==> src/rtl/dec_entry.sv <==
// Decimal number-entry unit: debounced digit keys accumulate into a binary value,
// which is handed to the consumer through a valid/ack handshake on commit.
module dec_entry #(
  parameter int unsigned DATA_WIDTH      = 16,
  parameter int unsigned DEBOUNCE_CYCLES = 1_000_000,
  parameter int unsigned MAX_DIGITS      = 5
) (
  input  logic                  clk,
  input  logic                  rst_n,
  input  logic [2:0]            btn,
  input  logic [3:0]            sw,
  input  logic                  ack,
  output logic [DATA_WIDTH-1:0] data,
  output logic                  valid,
  output logic [DATA_WIDTH-1:0] acc,
  output logic [2:0]            digits,
  output logic                  err
);

  localparam int unsigned CntW = $clog2(DEBOUNCE_CYCLES + 1);
  localparam int unsigned TW   = DATA_WIDTH + 4;

  typedef enum logic [1:0] {StEntry, StCalc, StWait} state_e;

  logic [2:0]           btn_s1_q, btn_s2_q;
  logic [3:0]           sw_s1_q, sw_s2_q;
  logic [2:0]           deb_q, deb_d;
  logic [2:0][CntW-1:0] cnt_q, cnt_d;
  logic [2:0]           press_q;

  state_e                state_q, state_d;
  logic [DATA_WIDTH-1:0] acc_q, acc_d, data_q, data_d;
  logic [2:0]            digits_q, digits_d;
  logic                  err_q, err_d, valid_q, valid_d;
  logic [3:0]            digit_q, digit_d;

  logic          ev_clr, ev_com, ev_ent;
  logic [TW-1:0] t;
  logic          reject;

  // Debounce: a level change is accepted only after DEBOUNCE_CYCLES consecutive differing cycles.
  always_comb begin
    deb_d = deb_q;
    cnt_d = cnt_q;
    for (int i = 0; i < 3; i++) begin
      if (btn_s2_q[i] == deb_q[i]) begin
        cnt_d[i] = '0;
      end else if (cnt_q[i] == CntW'(DEBOUNCE_CYCLES - 1)) begin
        deb_d[i] = btn_s2_q[i];
        cnt_d[i] = '0;
      end else begin
        cnt_d[i] = cnt_q[i] + CntW'(1);
      end
    end
  end

  always_ff @(posedge clk or negedge rst_n) begin
    if (!rst_n) begin
      btn_s1_q <= 3'b111;
      btn_s2_q <= 3'b111;
      sw_s1_q  <= '0;
      sw_s2_q  <= '0;
      deb_q    <= 3'b111;
      cnt_q    <= '0;
      press_q  <= '0;
    end else begin
      btn_s1_q <= btn;
      btn_s2_q <= btn_s1_q;
      sw_s1_q  <= sw;
      sw_s2_q  <= sw_s1_q;
      deb_q    <= deb_d;
      cnt_q    <= cnt_d;
      press_q  <= deb_q & ~deb_d;  // released (1) -> pressed (0) only
    end
  end

  assign ev_clr = press_q[2];
  assign ev_com = press_q[1] & ~press_q[2];
  assign ev_ent = press_q[0] & ~(|press_q[2:1]);

  assign t      = ({4'b0, acc_q} << 3) + ({4'b0, acc_q} << 1) + TW'(digit_q);
  assign reject = (digit_q > 4'd9) || (digits_q == 3'(MAX_DIGITS)) ||
                  (t[TW-1:DATA_WIDTH] != '0);

  always_comb begin
    state_d  = state_q;
    acc_d    = acc_q;
    digits_d = digits_q;
    err_d    = err_q;
    data_d   = data_q;
    valid_d  = valid_q;
    digit_d  = digit_q;
    unique case (state_q)
      StEntry: begin
        if (ev_clr) begin
          acc_d    = '0;
          digits_d = '0;
          err_d    = 1'b0;
        end else if (ev_com) begin
          data_d  = acc_q;
          valid_d = 1'b1;
          state_d = StWait;
        end else if (ev_ent) begin
          digit_d = sw_s2_q;
          state_d = StCalc;
        end
      end
      StCalc: begin
        if (reject) begin
          err_d = 1'b1;
        end else begin
          acc_d    = t[DATA_WIDTH-1:0];
          digits_d = digits_q + 3'd1;
        end
        state_d = StEntry;
      end
      StWait: begin
        if (ack) begin
          valid_d  = 1'b0;
          acc_d    = '0;
          digits_d = '0;
          err_d    = 1'b0;
          state_d  = StEntry;
        end
      end
      default: state_d = StEntry;
    endcase
  end

  always_ff @(posedge clk or negedge rst_n) begin
    if (!rst_n) begin
      state_q  <= StEntry;
      acc_q    <= '0;
      digits_q <= '0;
      err_q    <= 1'b0;
      data_q   <= '0;
      valid_q  <= 1'b0;
      digit_q  <= '0;
    end else begin
      state_q  <= state_d;
      acc_q    <= acc_d;
      digits_q <= digits_d;
      err_q    <= err_d;
      data_q   <= data_d;
      valid_q  <= valid_d;
      digit_q  <= digit_d;
    end
  end

  assign data   = data_q;
  assign valid  = valid_q;
  assign acc    = acc_q;
  assign digits = digits_q;
  assign err    = err_q;

endmodule

==> config.mk <==
export PLATFORM = sky130hd
export DESIGN_NAME = dec_entry
export DESIGN_NICKNAME = d
export VERILOG_FILES = /design/src/rtl/dec_entry.sv
export SDC_FILE = /design/constraint.sdc
export NUM_CORES = 1
export LEC_CHECK = 0
export ABC_AREA = 1
export CAP_MARGIN = 0
export CORE_ASPECT_RATIO = 0.6
export CORE_MARGIN = 5
export CORE_UTILIZATION = 45
export DETAILED_ROUTE_END_ITERATION = 6
export PLACE_DENSITY = 0.66
export SYNTH_ARGS = -nofsm -noshare
export SYNTH_HDL_FRONTEND = slang
export SYNTH_SLANG_ARGS = --single-unit
export TNS_END_PERCENT = 100
==> constraint.sdc <==
create_clock -name clk -period 3.5 [get_ports clk]
set_input_delay 1.05 -clock clk [delete_from_list [all_inputs] [get_ports clk]]
set_output_delay 1.05 -clock clk [all_outputs]
set_load 0.02 [all_outputs]
# After elaboration in Yosys (flattened, before gate mapping)
# Cells that the tools add are included.
dict set report word_totals {
  word_cells 91
  reg_bits 123
  out_inout_bits 37
}
dict set report op_classes {
  muxes 32
  order_cmp 1
  add_sub_neg 6
  n_reduce_logical 13
  eq_ne 16
  bitwise_logic 7
}
# operator count
set ops {}
lappend ops {{20-bit two-way mux} 6}
lappend ops {{20-bit by 1-bit adder with 20-bit output, second input constant} 3}
lappend ops {{20-bit equality test, second input constant} 3}
lappend ops {{16-bit two-way mux} 3}
lappend ops {{16-bit one-hot mux with 3 select lines} 1}
lappend ops {{19-bit by 17-bit adder with 20-bit output} 1}
lappend ops {{20-bit by 4-bit adder with 20-bit output} 1}
lappend ops {{4-bit AND reduction} 4}
lappend ops {{2-bit inequality test, second input constant} 6}
lappend ops {{1-bit two-way mux} 11}
lappend ops {{3-bit two-way mux} 3}
lappend ops {{3-bit one-hot mux with 3 select lines} 1}
lappend ops {{2-bit two-way mux} 4}
lappend ops {{3-bit AND reduction} 2}
lappend ops {{4-bit greater-than comparator, second input constant} 1}
lappend ops {{2-bit one-hot mux with 2 select lines} 1}
lappend ops {{4-bit nonzero test} 1}
lappend ops {{3-bit by 1-bit adder with 3-bit output, second input constant} 1}
lappend ops {{3-bit AND} 1}
lappend ops {{1-bit equality test} 3}
lappend ops {{3-bit equality test, second input constant} 1}
lappend ops {{3-bit inequality test, second input constant} 1}
lappend ops {{1-bit NOT} 3}
lappend ops {{3-bit NOT} 1}
lappend ops {{other kinds (10)} 12}

# Longest topological paths before layout
dict set report depth {
  depth_word 7
  depth_mapped 18
  mapped_depth_nobuf 17
}

# Worst setup path after synthesis
# Ideal clock, no wire load.
dict set report synth_path {
  path_type {reg-to-reg}
  from {register acc_q[0], in the netlist acc[0]}
  to {register acc_q[15], in the netlist acc[15]}
  path_stages_with_launch 17
  path_buffers 1
  arrival_ns 2.626
  synth_period_minus_slack_ns 2.744
  path_slack_ns 0.756
  path_cell_list {dfrtp_1 > inv_1 > fa_1 > fa_1 > inv_1 > nand2_1 > nand2_1 > nand3_1 > nand2_2 > nand2_2 > nand3_1 > nand2_2 > nor2_4 > nand3_4 > buf_6 > nand3_2 > nand2_1}
}
dict set report synth_via {
  elab_chain_cells 6
  elab_cells_between_ends 8
  classes_between {2 x add/sub; 1 x eq/ne; 2 x mux; 3 x reduce/logical}
}
# element line_no
set synth_lines {}
lappend synth_lines {{start, declared} 32} ;# logic [DATA_WIDTH-1:0] acc_q, acc_d, data_q, data_d;
lappend synth_lines {{start signal, assigned} 133} ;# acc_q <= '0;
lappend synth_lines {{start signal, assigned} 141} ;# acc_q <= acc_d;
lappend synth_lines {{19-bit by 17-bit adder with 20-bit output *} 81} ;# assign t = ({4'b0, acc_q} << 3) + ({4'b0, acc_q} << 1) + TW'(digit_q);
lappend synth_lines {{20-bit by 4-bit adder with 20-bit output *} 81}
lappend synth_lines {{4-bit nonzero test} 83} ;# (t[TW-1:DATA_WIDTH] != '0);
lappend synth_lines {{1-bit logical OR} 82} ;# assign reject = (digit_q > 4'd9) || (digits_q == 3'(MAX_DIGITS)) ||
lappend synth_lines {{2-bit inequality test (no line)} n/a}
lappend synth_lines {{4-bit AND reduction (no line)} n/a}
# Mark *: on every way between the ends. The rest lies on a longest branch, timed or not. The select of a mux whose other input is x is not followed.
# A chain may end at the register's enable or synchronous reset.

# Worst setup path after layout
dict set report layout_path {
  from {register acc_q[0], in the netlist acc[0]}
  to {register acc_q[2], in the netlist acc[2]}
}
# Same word-level chain as after synthesis.

==> results.ini <==
[yosys]
syn_area_um2 = 6890
yosys_warnings = 0
synth_top_area_cell = dfrtp_1
netlist_instances = 826
synth_seq_area_share = 0.448
ys_ff_latch = 123
synthArstFlopShare = 1.00
avgSynthCellArea_um2 = 8.34
synth_area_leaders = dfrtp_1 (41%), nand2_1 (9.4%), ha_1 (6.5%), inv_1 (6.1%), nor2_1 (5.4%)
synth_edf_count = 0
ys.flop_type = dfrtp_1
synth_nets = 874
synthDominantCellAreaShare = 0.414
synth_cell_type_count = 38

[timing]
slew_viol_final = 0
fin_setup_tns_ns = 0
tightest_slew_ns = 1.01
min_period_ns = 2.84
setup_viol = 0
timing.slew.headroom = 0.322
hold_ws_ns = 0.346
hold_viol_final = 0
fin_skew_ns = 0.0111
rsz0062_at_grt = false
min_period_over_period = 0.812
max_clock_freq_ghz = 0.352

[drt]
drc_errors = 0
dr.pass1.iters = 5
avgViaCountPerCell = 4.96
ant_nets = 0
drt-total-wl_um = 15900
via_count = 5473
drt_iter0_markers = 451
wl_per_cell_um = 14.4

[pwr]
p_leak_nw = 4.07
power.density_nw_per_um2 = 396
p_total_mw = 3.24
ir_drop_v = 0.000374

[floorplanning]
rows = 35
dieArea_um2 = 18000
pin_count = 47
die_h_um = 106
die_x_um = 170
start_util = 0.453
core_um2 = 15200

[final_layout]
antenna_cells = 0
area_delta_synth_final_pct = 18.8
drive_above_1_share = 0.123
layout.nets = 936
layout.cells.non_filler = 1104
nFillCells = 1412

[setup_path]
path_max_fanout = 19
worstSetupPathType = register to register
start_kind = register
worstPathArrival_ns = 3.14
endpoint_kind = register
crit_required_ns = 3.79

[placement]
dp_cells = 1072
hpwlAfterDp_um = 11700
gp_congestion = 0.898
numPortBuffers = 46

[global_route]
grt_pass1_wl_um = 27000
grt.total_usage = 0.189
grt_pass1_vias = 5182
grt_max_degree = 41
grt_overflow = 0
antenna_found_initial = 0

[clocking]
cts_resized = 0
post_cts_buffers = 0
clock-sinks = 123
clk_path_buf_depth = 2
clock_latency_ns = 0.41
cts-htree-levels = 4
tritoncts = built
holdBufCountCts = 0
cts_buffers = 17
ctsRootBufferMaster = clkbuf_16
path_clk_slew_ns = 0.05

[job]
max_cap_violations = 0

[min_path]
hp-class = register to register

[status]
outcome = finished clean

## final cells by class
class / instances / area [µm²] / share of cell area
clock inverter: 14 / 148 / 0.0180
clock buffer: 18 / 429 / 0.0524
timing repair buffer: 54 / 531 / 0.0648
inverter: 121 / 454 / 0.0555
sequential: 123 / 3090 / 0.377
tap: 203 / 254 / 0.0310
multi-input combinational: 571 / 3280 / 0.401
## placed cells by master (no fill, tap or decap), types with 2 or more instances in the layout
master / count
a31oi_1: 5
clkdlybuf4s50_1: 45
nand3b_1: 2
fa_1: 2
mux2_2: 14
ha_1: 36
o21a_1: 3
nand2_1: 173
nor3_2: 5
clkinv_2: 4
nand3_1: 43
nand4_1: 32
a21oi_2: 5
xnor2_1: 17
bufinv_16: 2
inv_2: 8
inv_1: 112
clkbuf_16: 17
and3_1: 3
nor2_2: 2
nand3_2: 11
a21oi_1: 25
clkinv_4: 4
nor3b_1: 4
buf_4: 8
dfrtp_1: 114
xor2_1: 19
nor3_1: 20
nor4_1: 8
and2_1: 2
clkinvlp_4: 2
nand2_2: 14
nor2_1: 99
dfstp_2: 9
o21ai_0: 21
inv_6: 2
## cells by family (layout without fill, tap and decap cells)
group | Yosys count | count (layout) | share of synthesized area
and+or+nand+nor | 422 | 422 | 0.287
buffers and inverters | 132 | 207 | 0.0752
DFF | 123 | 123 | 0.448
AOI/OAI and AO/OA | 61 | 61 | 0.0494
adders and majority gates | 38 | 38 | 0.0712
xor gates and xnor gates | 36 | 36 | 0.0458
muxes | 14 | 14 | 0.0229
## sequential cells by signal, indices dropped and copies added, names as in the netlist, 4 cells and up
name     count
acc         16
digit_q      4
sw_s1_q      4
cnt_q       60
sw_s2_q      4
data        16
## path summary, 6_finish.rpt
kind / endpoint / slack [ns] / cells past startpoint / start
min in group asynchronous: cnt_q[58] / 0.63 / 1 / rst_n
worst min register to register: sw_s2_q[0] / 0.35 / 0 / sw_s1_q[0]
worst max-delay path: acc[2] / 0.66 / 15 / acc[0]
max in group asynchronous: btn_s2_q[1] / 2.14 / 2 / rst_n
worst max register to register: acc[2] / 0.66 / 15 / acc[0]
worst min-delay path: sw_s2_q[0] / 0.35 / 0 / sw_s1_q[0]
## synth_stat cells, types with 6 or more instances
cell and n:
xor2_1 19, inv_2 8, ha_1 36, dfrtp_1 114, nor3_1 20, nand3_2 11
o21ai_0 22, nand3_1 43, xnor2_1 17, inv_1 112, nand4_1 32, nand2_2 14
mux2_2 14, a21oi_1 25, clkbuf_1 6, nor2_1 99, nor4_1 8, dfstp_2 9
nand2_1 173
## power breakdown
part           switching, mW  internal (mW)  leakage [nW]
clock                  0.656           1.05         0.280
sequential            0.0100           1.44          1.66
combinational         0.0538         0.0269          2.13
## worst max-delay path, stage by stage (launching register included)
cell and delay (ns):
dfrtp_1 0.40, inv_1 0.09, fa_1 0.53, fa_1 0.47
inv_1 0.08, nand2_1 0.05, nand2_1 0.07, nand3_1 0.08
nand2_2 0.11, nand2_2 0.06, nand3_1 0.08, nand2_2 0.07
nor2_4 0.14, nand3_4 0.26, nand3_1 0.17, nand2_1 0.06
## per-layer routing
layer / track usage / up-vias / wire, µm
li1: - / 2802 / -
met1: 0.311 / 2510 / 8730
met2: 0.241 / 139 / 6000
met3: 0.0446 / 22 / 967
met4: 0.0494 / 0 / 201
met5: 0 / - / 0
## per-stage QoR
stage	utilization	worst slack, ns	instance area [µm²]
after floorplan	-	0.756	6890
after global placement	0.501	0.694	7610
after detailed placement	0.501	0.644	7610
after CTS	0.539	0.645	8190
after global routing	0.539	0.393	8190
final	0.539	0.659	8190
Power figures use the tool's default switching activity.
